<file path="src/rtl/fft_pkg.sv">
// fft_pkg: shared constants and FSM encoding for the
// radix-2 FFT stage sequencer.
package fft_pkg;

  localparam int FFT_N  = 16;
  localparam int STAGES = $clog2(FFT_N);
  localparam int HALF   = FFT_N / 2;
  localparam int SW     = $clog2(FFT_N / 4);

  typedef enum logic [2:0] {
    IDLE  = 3'd0,
    ARM   = 3'd1,
    ISSUE = 3'd2,
    DRAIN = 3'd3,
    NEXT  = 3'd4,
    DONE  = 3'd5
  } state_e;

endpackage

</file>
<file path="src/rtl/stage_counter.sv">
// stage_counter: clearable up-counter that saturates at MAX
// and flags the terminal value.
module stage_counter #(
  parameter int W   = 3,
  parameter int MAX = 7
) (
  input  logic         clk,
  input  logic         rst_n,
  input  logic         clr_i,
  input  logic         en_i,
  output logic [W-1:0] cnt_o,
  output logic         tc_o
);

  logic [W-1:0] cnt_q;

  assign cnt_o = cnt_q;
  assign tc_o  = (cnt_q == W'(MAX));

  // count while enabled, hold at MAX, clear wins
  always_ff @(posedge clk or negedge rst_n) begin
    if (!rst_n) begin
      cnt_q <= '0;
    end else if (clr_i) begin
      cnt_q <= '0;
    end else if (en_i && !tc_o) begin
      cnt_q <= cnt_q + 1'b1;
    end
  end

endmodule

</file>
<file path="src/rtl/fft_stage_sched.sv">
// fft_stage_sched: runs all log2(N) stages of one FFT,
// arming the twiddle mapper and issuing butterflies.
module fft_stage_sched
  import fft_pkg::*;
#(
  parameter int N          = FFT_N,
  parameter int BFLY_LAT   = 3,
  parameter int TW_TIMEOUT = 4
) (
  input  logic                   clk,
  input  logic                   rst_n,
  input  logic                   fft_start,
  output logic                   fft_busy,
  output logic                   fft_done,
  output logic                   tw_start,
  output logic [$clog2(N/4)-1:0] tw_stage,
  input  logic                   tw_we,
  output logic                   bfly_valid,
  output logic [$clog2(N/2)-1:0] bfly_idx,
  output logic                   rd_bank,
  output logic                   wr_bank,
  output logic                   result_bank,
  output logic                   tw_timeout
);

  localparam int NSTG = $clog2(N);
  localparam int HN   = N / 2;
  localparam int STW  = $clog2(NSTG);
  localparam int TSW  = $clog2(N / 4);
  localparam int IW   = $clog2(HN);
  localparam int DW   = $clog2(BFLY_LAT + 1);
  localparam int WW   = $clog2(TW_TIMEOUT + 1);

  state_e          state_q;
  logic [STW-1:0]  stage_q;
  logic            rd_bank_q;
  logic            busy_q;
  logic            done_q;
  logic            tw_start_q;
  logic            bfly_valid_q;
  logic            result_q;
  logic            timeout_q;

  logic [IW-1:0]   issue_cnt;
  logic            issue_tc;
  logic [DW-1:0]   drain_cnt;
  logic            drain_tc;
  logic [WW-1:0]   wait_cnt;
  logic            wait_tc;
  logic            unused_cnt;

  stage_counter #(
    .W   (IW),
    .MAX (HN - 1)
  ) u_issue (
    .clk   (clk),
    .rst_n (rst_n),
    .clr_i ((state_q != ISSUE) || issue_tc),
    .en_i  (state_q == ISSUE),
    .cnt_o (issue_cnt),
    .tc_o  (issue_tc)
  );

  stage_counter #(
    .W   (DW),
    .MAX (BFLY_LAT - 1)
  ) u_drain (
    .clk   (clk),
    .rst_n (rst_n),
    .clr_i (state_q != DRAIN),
    .en_i  (state_q == DRAIN),
    .cnt_o (drain_cnt),
    .tc_o  (drain_tc)
  );

  stage_counter #(
    .W   (WW),
    .MAX (TW_TIMEOUT - 1)
  ) u_wait (
    .clk   (clk),
    .rst_n (rst_n),
    .clr_i (state_q != ARM),
    .en_i  (state_q == ARM),
    .cnt_o (wait_cnt),
    .tc_o  (wait_tc)
  );

  assign unused_cnt  = ^{wait_cnt, drain_cnt};

  assign fft_busy    = busy_q;
  assign fft_done    = done_q;
  assign tw_start    = tw_start_q;
  assign tw_stage    = TSW'(stage_q);
  assign bfly_valid  = bfly_valid_q;
  assign bfly_idx    = issue_cnt;
  assign rd_bank     = rd_bank_q;
  assign wr_bank     = ~rd_bank_q;
  assign result_bank = result_q;
  assign tw_timeout  = timeout_q;

  // stage sequencing FSM with registered outputs
  always_ff @(posedge clk or negedge rst_n) begin
    if (!rst_n) begin
      state_q      <= IDLE;
      stage_q      <= '0;
      rd_bank_q    <= 1'b0;
      busy_q       <= 1'b0;
      done_q       <= 1'b0;
      tw_start_q   <= 1'b0;
      bfly_valid_q <= 1'b0;
      result_q     <= 1'b0;
      timeout_q    <= 1'b0;
    end else begin
      done_q <= 1'b0;
      unique case (state_q)
        IDLE: begin
          if (fft_start) begin
            state_q    <= ARM;
            stage_q    <= '0;
            rd_bank_q  <= 1'b0;
            timeout_q  <= 1'b0;
            busy_q     <= 1'b1;
            tw_start_q <= 1'b1;
          end
        end
        ARM: begin
          if (tw_we) begin
            state_q      <= ISSUE;
            tw_start_q   <= 1'b0;
            bfly_valid_q <= 1'b1;
          end else if (wait_tc) begin
            state_q    <= IDLE;
            tw_start_q <= 1'b0;
            timeout_q  <= 1'b1;
            busy_q     <= 1'b0;
          end
        end
        ISSUE: begin
          if (issue_tc) begin
            state_q      <= DRAIN;
            bfly_valid_q <= 1'b0;
          end
        end
        DRAIN: begin
          if (drain_tc) begin
            state_q <= NEXT;
          end
        end
        NEXT: begin
          if (stage_q == STW'(NSTG - 1)) begin
            state_q  <= DONE;
            done_q   <= 1'b1;
            busy_q   <= 1'b0;
            result_q <= ~rd_bank_q;
          end else begin
            state_q    <= ARM;
            stage_q    <= stage_q + 1'b1;
            rd_bank_q  <= ~rd_bank_q;
            tw_start_q <= 1'b1;
          end
        end
        DONE: begin
          state_q <= IDLE;
        end
        default: begin
          state_q <= IDLE;
        end
      endcase
    end
  end

endmodule

</file>
<file path="config.mk">
export PLATFORM = sky130hd
export DESIGN_NAME = fft_stage_sched
export DESIGN_NICKNAME = d
export VERILOG_FILES = /design/src/rtl/fft_pkg.sv /design/src/rtl/stage_counter.sv /design/src/rtl/fft_stage_sched.sv
export SDC_FILE = /design/constraint.sdc
export NUM_CORES = 1
export LEC_CHECK = 0
export ABC_AREA = 1
export BUFFER_PORTS_ARGS = -buffer_cell sky130_fd_sc_hd__buf_2
export CAP_MARGIN = 5
export CORE_MARGIN = 2
export CORE_UTILIZATION = 53
export DETAILED_ROUTE_END_ITERATION = 10
export PLACE_DENSITY = 0.8
export SKIP_LAST_GASP = 1
export SLEW_MARGIN = 20
export SYNTH_ARGS = -nofsm -noshare
export SYNTH_HDL_FRONTEND = slang
export SYNTH_SLANG_ARGS = --single-unit
</file>
<file path="constraint.sdc">
create_clock -name clk -period 1.4 [get_ports clk]
set_input_delay 0.21 -clock clk [delete_from_list [all_inputs] [get_ports clk]]
set_output_delay 0.21 -clock clk [all_outputs]
set_load 0.005 [all_outputs]
</file>
**Word-level counts from Yosys, hierarchy flattened**

Index checks and enable logic that the tools add are counted.
W data, S select, Z words.

- Bits of input ports: 4
- Flip-flop bits (word level): 20
- Output and inout bits: 13
- Word-level logic and storage cells: 94

- Bitwise operators: 1
- Reduce and logical (&&, ||, !) cells: 22
- Add/subtract/negate cells: 4
- Muxes and demuxes: 35
- Eq/ne operators: 20

Operators by type and width:

| kind | count |
|---|---|
| $mux W3 | 10 |
| $ne A2 B2 Y1 const B | 8 |
| $pmux W3 S5 | 1 |
| $mux W1 | 14 |
| $reduce_and A4 Y1 | 3 |
| $reduce_bool A2 Y1 | 6 |
| $eq A3 B2 Y1 const B | 3 |
| $mux W2 | 4 |
| $add A3 B1 Y3 const B | 2 |
| $eq A3 B3 Y1 const B | 2 |
| $ne A3 B2 Y1 const B | 2 |
| $pmux W1 S2 | 3 |
| $pmux W1 S3 | 2 |
| $reduce_and A3 Y1 | 2 |
| $reduce_and A5 Y1 | 1 |
| $add A2 B1 Y2 const B | 2 |
| $eq A2 B2 Y1 const B | 2 |
| $pmux W2 S2 | 1 |
| $eq A3 B1 Y1 const B | 1 |
| $logic_and A1 B1 Y1 | 3 |
| $logic_not A1 Y1 | 3 |
| $logic_not A3 Y1 | 1 |
| $ne A3 B1 Y1 const B | 1 |
| $ne A3 B3 Y1 const B | 1 |
| other kinds (4) | 4 |

**Logic depth before layout (Yosys ltp)**

Gate-level depths: netlist of the first run.

- Depth in word-level cells: 5
- Depth in mapped cells: 9
- Gate-level depth less buffers: 9

**By module**

From an unflattened synthesis of the first run, not the netlist that was laid out.

- Cell total of the unflattened synthesis: 140
- Area total of the unflattened synthesis: 1229.9 µm²

By module, submodules not included:

| module | sequential area each (µm²) | cells an instance | times used | area each (µm²) |
|---|---|---|---|---|
| fft_stage_sched | 300.3 | 82 | 1 | 753.2 |
| stage_counter at u_wait | 75.1 | 22 | 1 | 182.7 |
| stage_counter at u_issue | 75.1 | 20 | 1 | 175.2 |
| stage_counter at u_drain | 50.0 | 16 | 1 | 118.9 |

**Worst setup path after synthesis of the first run**

No wires, ideal clock.

- Kind: reg-to-reg
- Start: register u_wait.cnt_q[0], in the netlist u_wait.cnt_o[0]
- End: register state_q[2]
- Path buffers: 0
- Setup slack: 0.152 ns
- Library setup time: 0.127 ns
- Arrival: 1.121 ns
- Required time: 1.273 ns
- Cell stages (with the launch flop): 9
- Clock period less this slack: 1.248 ns
- Path through: dfrtp_1 > ha_1 > ha_1 > nor2_1 > nand3_1 > nand2_1 > inv_1 > nand2_1 > a21oi_1

- Cells in the longest elaborated chain, start to end: 3

RTL lines:

| element | line | text |
|---|---|---|
| start: declaration | stage_counter.sv:15 | `logic [W-1:0] cnt_q;` |
| start signal: assignment | stage_counter.sv:27 | `cnt_q <= cnt_q + 1'b1;` |
| $eq A3 B2 Y1 | stage_counter.sv:18 | `assign tc_o = (cnt_q == W'(MAX));` |
| $ne A3 B3 Y1 (no source line) | n/a |  |
| $reduce_and A4 Y1 (no source line) | n/a |  |
| end signal: assignment | fft_stage_sched.sv:104 | `state_q <= IDLE;` |
| end signal: assignment | fft_stage_sched.sv:118 | `state_q <= ARM;` |
| end signal: assignment | fft_stage_sched.sv:128 | `state_q <= ISSUE;` |
| end: declaration | fft_stage_sched.sv:34 | `state_e state_q;` |

No other way between the ends.
A chain may end at the register's enable or synchronous reset.

**Worst setup path in the final report of the first run**

- Start: register u_wait.cnt_q[0], in the netlist u_wait.cnt_o[0]
- End: register tw_start_q, in the netlist tw_start

- Cells in the longest elaborated chain, start to end: 3

RTL lines:

| element | line | text |
|---|---|---|
| $eq A3 B2 Y1 | stage_counter.sv:18 |  |
| $ne A3 B3 Y1 (no source line) | n/a |  |
| $reduce_and A4 Y1 (no source line) | n/a |  |
| end signal: assignment | fft_stage_sched.sv:109 | `tw_start_q <= 1'b0;` |
| end signal: assignment | fft_stage_sched.sv:123 | `tw_start_q <= 1'b1;` |
| end signal: assignment | fft_stage_sched.sv:129 | `tw_start_q <= 1'b0;` |
| end: declaration | fft_stage_sched.sv:39 | `logic tw_start_q;` |

No other way between the ends.

==> results by group, run 1 <==
Synth
  – Syn Nets: around 120
  – Synth cell types: 16
  – Synth area leader: dfrtp_1
  – Ys async rst share: 100%
  – Synth area leaders: dfrtp_1 (52%), nand2_1 (9.7%), ha_1 (9.0%)
  – #FFs+latches synth: 20
  – Seq/Total Area, Yosys: ~52%
  – Mean Syn Cell Area: 8.74 sq um
  – Post-synth top area share: about half
  – Cell Area, Synth: ~970 sq um
  – Post-synth EDFFs: 0
  – Ys Warns: 0
  – Synthesized instance count: ~110
  – Ys flop type: dfrtp_1

Outcome
  – Status: complete, no violations

Worst setup path
  – Worst Path Class, Setup: flip-flop to flip-flop
  – Startpoint Class: flip-flop
  – CP Depth: 8
  – Worst reg2reg path depth: 8
  – Cells along the critical path: ha_2 > ha_2 > nor2_1 > nand3_1 > nand2_1 > buf_4 > o21ai_2 > nand2_1
  – Crit path capture: tw_start
  – CP max FO: 3
  – CP arrival: between 1500 and 2000 ps
  – Worst Setup SP: u_wait.cnt_o[0]
  – Reg2Reg Setup Slack: 80 ps
  – Crit end category: flip-flop
  – Required time of the worst setup path: 1600 ps
  – Top delay family on crit path: flip-flops
  – Worst path max stage delay: roughly 400 ps
  – WP buf/inv: 1
  – Critical path's slowest cell: dfrtp_1
  – RR Endpoint: tw_start
  – Reg-to-reg startpoint: u_wait.cnt_o[0]

Route
  – Vias: about 800
  – Via density: approximately 5
  – DR iter-0 viols: 13
  – Drt first pass iters: 4
  – Antenna Nets Post-Route: 0
  – Per-cell routed wire length: roughly 11 um
  – Residual DRC: 0
  – Post-Route WL: roughly 1.7 mm

GRT
  – Vias in the first global route: ~730
  – Largest net degree at the start of global routing: 21
  – First-pass GRT wire length: 2.88 mm
  – Initial antenna violation count: 0
  – Global Route Usage Sum: between 10% and 20%
  – Grt ovf: 0

Placed design
  – Dpl hpwl: 1.30 mm
  – GP Congestion: 0.825
  – Placed cell count: ~150
  – PortBufs: 16

Cells and area
  – Area grow syn2layout: 19.0%
  – Layout Utilization: 66.8%
  – Non-filler instance count after layout: around 160
  – # fillers: about 150
  – Nets: ~150
  – Antenna fix cells: 0
  – Layout cells sized above 1: between 20% and 30%

Floorplan
  – Std cell rows: 15
  – Io pins: 17
  – Die ar.: between 2000 and 2500 sq um
  – Die height: roughly 47 um
  – Core Region: between 1500 and 2000 sq um
  – Initial core utilization: 56.2%
  – Die X: between 40 and 50 um

Pwr
  – Pwr Density: about 1900 nW/um^2
  – Lkg Pwr: 0.647 nW
  – Max IR drop VDD: roughly 1.1 mV

Clock network
  – Clk sinks: 20
  – CTS Buf Count: 3
  – CTS tree: done
  – CTS H-tree lvls: 1
  – Clock latency on the worst-skew pair: approximately 300 ps
  – Clock transition at path regs: approximately 100 ps
  – Root buffer cell: clkbuf_4
  – CTS Buffer Depth: 2

STA
  – Fmax: between 0.7 and 0.8 GHz
  – Final max-slew violation count: 0
  – Relative slew margins: a little under three quarters
  – Tcrit/Tclk final: approximately 95%
  – Final Hold Viols: 0
  – Clock skew: approximately 1.1 ps
  – Worst-Margin Slew: ~440 ps
  – RSZ-0062 raised after global routing: yes
  – # setup viols final: 0
  – Minimum clock period: 1320 ps

Flow run
  – MaxCap Viol Count: 0

Hold path
  – Worst Hold Class: input pin to flip-flop
through the flow:
step	cell area (sq um)	hold slack, ps	setup TNS, ps	setup WS, ps	total power, mW
after floorplan	970	-85.6	0	152	1.56
after global placement	1080	172	0	109	1.79
after detailed placement	1080	179	0	39.4	1.84
after CTS	1110	227	0	16.6	2.11
after global routing	1150	240	-16.7	-16.7	2.40
final	1150	231	0	75.8	2.19
tightest hold or removal path: cells and delay by family:
kind	cells	cell delay [ps]
buf+inv	1	120
simple gates	2	170
per-layer routing:
layer  GRT usage (%)  share of wire [%]  up-vias
met4            10.0                1.3        0
li1                -                  -      402
met2            29.0                 50       19
met3            6.15                3.6        3
met5               0                  0        -
met1            23.9                 45      373
worst min path at each step:
stage	startpoint	slack [ps]	depth (start not counted)	endpoint
detailed placement	rst_n	180	1	result_bank
floorplan	rst_n	-90	0	bfly_valid
finish	tw_we	230	3	bfly_valid
global route	fft_start	240	3	fft_busy
global placement	rst_n	170	1	fft_done
CTS	tw_we	230	3	bfly_valid
synth_stat cells, types with 2 or more instances:
cell type / count
nor2_2: 4
o21ai_0: 5
nand2_1: 25
inv_1: 17
a21oi_1: 4
inv_2: 2
ha_1: 7
nand3_1: 12
nor2_1: 9
dfrtp_1: 20
what timing repair did:
item,CTS,global route
buffers inserted,0,3
endpoints found under the hold margin,20,0
resized for setup,0,8
hold buffers,1,0
setup endpoints to repair,0,5
cell usage in the layout, fill, tap and decap left out, drive strengths merged:
cell,netlist,final
nand3,13,13
dfrtp,20,20
clkbuf,0,3
o31ai,1,1
nand3b,1,1
nand2,25,25
o21ai,6,6
inv,19,19
ha,7,7
buf,0,19
a22o,1,1
a21oi,4,4
nor2,13,13
dlygate4sd3,0,1
mux2i,1,1
where the power goes:
group          leakage (nW)  switching [mW]  internal, mW
sequential            0.259           0.183         0.766
combinational         0.374           0.585         0.397
clock                0.0138           0.164         0.100
total                 0.647           0.932          1.26
layout make-up:
class                           instances  area [sq um]  share of cell area, %
Multi-Input combinational cell         72           414                   35.9
Timing Repair Buffer                   20           113                   9.76
Inverter                               19          71.3                   6.18
Tap cell                               25          31.3                   2.71
Clock buffer                            3          22.5                   1.95
Sequential cell                        20           502                   43.5
cell families after synthesis:
kind of cell / share of synthesized area [%]
flip-flops: 51.6
buffers and inverters: 7.36
adder cells (fa/ha/maj): 9.03
AO/OA/AOI/OAI: 7.23
AND/OR/NAND/NOR: 23.7
multiplexers: 1.03
state kept, by name (all words and copies together), names as in the netlist, 2 cells and up:
| register | cells |
|---|---|
| state_q | 3 |
| u_wait.cnt_o | 3 |
| u_drain.cnt_o | 2 |
| tw_stage | 2 |
| u_issue.cnt_o | 3 |
Note: power is estimated with default switching activity, not from simulation.
==> run 2, diff against run 1 <==
--- a/config.mk
+++ b/config.mk
@@ -9,9 +9,9 @@
 export BUFFER_PORTS_ARGS = -buffer_cell sky130_fd_sc_hd__buf_2
 export CAP_MARGIN = 5
 export CORE_MARGIN = 2
-export CORE_UTILIZATION = 53
+export CORE_UTILIZATION = 48
 export DETAILED_ROUTE_END_ITERATION = 10
-export PLACE_DENSITY = 0.8
+export PLACE_DENSITY = 0.77
 export SKIP_LAST_GASP = 1
 export SLEW_MARGIN = 20
 export SYNTH_ARGS = -nofsm -noshare
==> constraint.sdc (replaced) <==
create_clock -name clk -period 1.15 [get_ports clk]
set_input_delay 0.1725 -clock clk [delete_from_list [all_inputs] [get_ports clk]]
set_output_delay 0.1725 -clock clk [all_outputs]
set_load 0.005 [all_outputs]
==> results by group, run 2 (synthesized netlist as in run 1, its figures left out) <==
Outcome
  – Status: finished with violations (was complete, no violations)
  – Failing checks: setup timing

Route
  – Per-cell routed wire length: 14.5 um (was 11.0 um)
  – Drt first pass iters: 4 (unchanged)
  – Via density: 5.10 (was 5.01)
  – Residual DRC: 0 (unchanged)
  – Post-Route WL: 2.59 mm (was 1.75 mm)
  – Antenna Nets Post-Route: 0 (unchanged)
  – DR iter-0 viols: 32 (was 13)
  – Vias: 908 (was 797)

GRT
  – Grt ovf: 0 (unchanged)
  – Initial antenna violation count: 0 (unchanged)
  – Global Route Usage Sum: 20.9% (was 18.9%)
  – Largest net degree at the start of global routing: 21 (unchanged)
  – Vias in the first global route: 861 (was 731)
  – First-pass GRT wire length: 3.75 mm (was 2.88 mm)

Worst setup path
  – Reg2Reg Setup Slack: -170 ps (was 80 ps)
  – Critical path's slowest cell: dfrtp_1 (unchanged)
  – Most common cell on crit path: ha_4
  – Crit end category: flip-flop (unchanged)
  – Startpoint Class: flip-flop (unchanged)
  – Worst Path Class, Setup: flip-flop to flip-flop (unchanged)
  – Worst path max stage delay: 430 ps (was 390 ps)
  – CP arrival: 1540 ps (was 1520 ps)
  – Required time of the worst setup path: 1360 ps (was 1600 ps)
  – CP max FO: 2 (was 3)
  – Cells along the critical path: ha_4 > ha_4 > nor2_4 > nand3_2 > nand2_2 > inv_2 > nand3_1 > nand2_1 (was ha_2 > ha_2 > nor2_1 > nand3_1 > nand2_1 > buf_4 > o21ai_2 > nand2_1)

Placed design
  – PortBufs: 16 (unchanged)
  – GP Congestion: 0.848 (was 0.825)
  – Dpl hpwl: 1.40 mm (was 1.30 mm)

Pwr
  – Max IR drop VDD: 1.48 mV (was 1.14 mV)
  – Total Power: 3.73 mW (was 2.19 mW)
  – Pwr Density: 2560 nW/um^2 (was 1900 nW/um^2)
  – Lkg Pwr: 0.745 nW (was 0.647 nW)

Floorplan
  – Die height: 48.9 um (was 46.8 um)
  – Core Region: 1940 sq um (was 1730 sq um)
  – Std cell rows: 16 (was 15)
  – Die ar.: 2400 sq um (was 2190 sq um)
  – Die X: 48.9 um (was 46.8 um)
  – Io pins: 17 (unchanged)
  – Initial core utilization: 49.9% (was 56.2%)

Cells and area
  – Layout Utilization: 75.0% (was 66.8%)
  – Commonest non-fill, non-tap cell in the layout: nand2_1 (unchanged)
  – Area grow syn2layout: 50.2% (was 19.0%)
  – # fillers: 130 (was 152)
  – Most frequent cells in the layout: nand2_1 (21), dfrtp_1 (17), buf_2 (14), buf_4 (14), inv_1 (10) (was nand2_1 (24), dfrtp_1 (19), inv_1 (16), buf_2 (16), nand3_1 (12))
  – Nets: 163 (was 147)
  – Footprint of the multi-input gates: 526 sq um (was 414 sq um)
  – Sequential cell area: 504 sq um (was 502 sq um)
  – Antenna fix cells: 0 (unchanged)
  – Layout cells sized above 1: 51.7% (was 26.9%)

Clock network
  – Root buffer cell: clkbuf_4 (unchanged)
  – CTS tree: done (unchanged)
  – Clock latency on the worst-skew pair: 320 ps (was 300 ps)
  – Clock transition at path regs: 120 ps (was 100 ps)
  – Clk sinks: 20 (unchanged)
  – CTS Buf Count: 3 (unchanged)
  – CTS Buffer Depth: 2 (unchanged)
  – CTS H-tree lvls: 1 (unchanged)

STA
  – # setup viols final: 15 (was 0)
  – RSZ-0062 raised after global routing: yes (unchanged)
  – Final Hold Viols: 0 (unchanged)
  – Final worst slack: -173 ps (was 75.8 ps)
  – Minimum clock period: 1320 ps (about the same)
  – Tcrit/Tclk final: 115% (was 94.6%)
  – Clock skew: 10.5 ps (was 1.11 ps)
  – Final max-slew violation count: 0 (unchanged)
  – Fmax: 0.756 GHz (was 0.755 GHz)
  – Relative slew margins: 70.0% (was 70.9%)
  – Worst-Margin Slew: 450 ps (was 437 ps)

Flow run
  – MaxCap Viol Count: 0 (unchanged)

Hold path
  – Worst Hold Class: input pin to flip-flop (unchanged)
## run 2: routing by layer
metal,track usage [%],share of wire (%),vias to the layer above
met4,10.0,2.5,0
met5,0,0,-
met2,35.2,52,25
li1,-,-,434
met1,25.4,42,442
met3,4.60,3.0,7
## run 2: critical path, delay by kind of cell, from the launching register on
| family | cells | cell delay, ps |
|---|---|---|
| fa+ha+maj | 2 | 350 |
| flops | 1 | 430 |
| buf+inv | 1 | 40 |
| simple gates | 5 | 410 |
## run 2: worst paths after layout
kind                                 startpoint               end  cells after the start
min in group asynchronous                 rst_n  u_drain.cnt_o[1]                      2
max in group asynchronous                 rst_n        state_q[0]                      2
worst min-delay path                      tw_we        bfly_valid                      3
worst max-delay path            u_wait.cnt_o[0]        state_q[0]                      8
worst max register to register  u_wait.cnt_o[0]        state_q[0]                      8
worst min register to register         fft_busy          fft_busy                      2
## run 2: layout make-up
cell class / instances / area share, %
Inverter: 19 / 5.24
Clock inverter: 1 / 2.06
Multi-Input combinational cell: 72 / 36.1
Sequential cell: 20 / 34.6
Clock buffer: 3 / 1.55
Tap cell: 27 / 2.32
Timing Repair Buffer: 36 / 18.1
## run 2: where the power goes
group	switching (mW)	internal (mW)	total (mW)
sequential	0.245	0.939	1.18
combinational	1.05	0.918	1.97
clock	0.230	0.353	0.583
## run 2: repair_timing
action                                  4_1_cts  5_1_grt
hold buffers                                  1        0
gates resized for setup                      18       27
setup buffers                                 3        5
pin swaps                                     6        6
hold endpoints to repair                     20        0
endpoints found under the setup margin       15       22
## run 2: through the flow
stage	setup TNS (ps)	worst slack, ps	std cells	cell area (sq um)	hold WS, ps
after floorplan	-113	-46.0	111	992	-123
after global placement	-634	-90.3	165	1190	136
after detailed placement	-1100	-149	165	1190	145
after CTS	-468	-123	173	1340	169
after global routing	-1970	-230	178	1460	213
final	-952	-173	178	1460	206
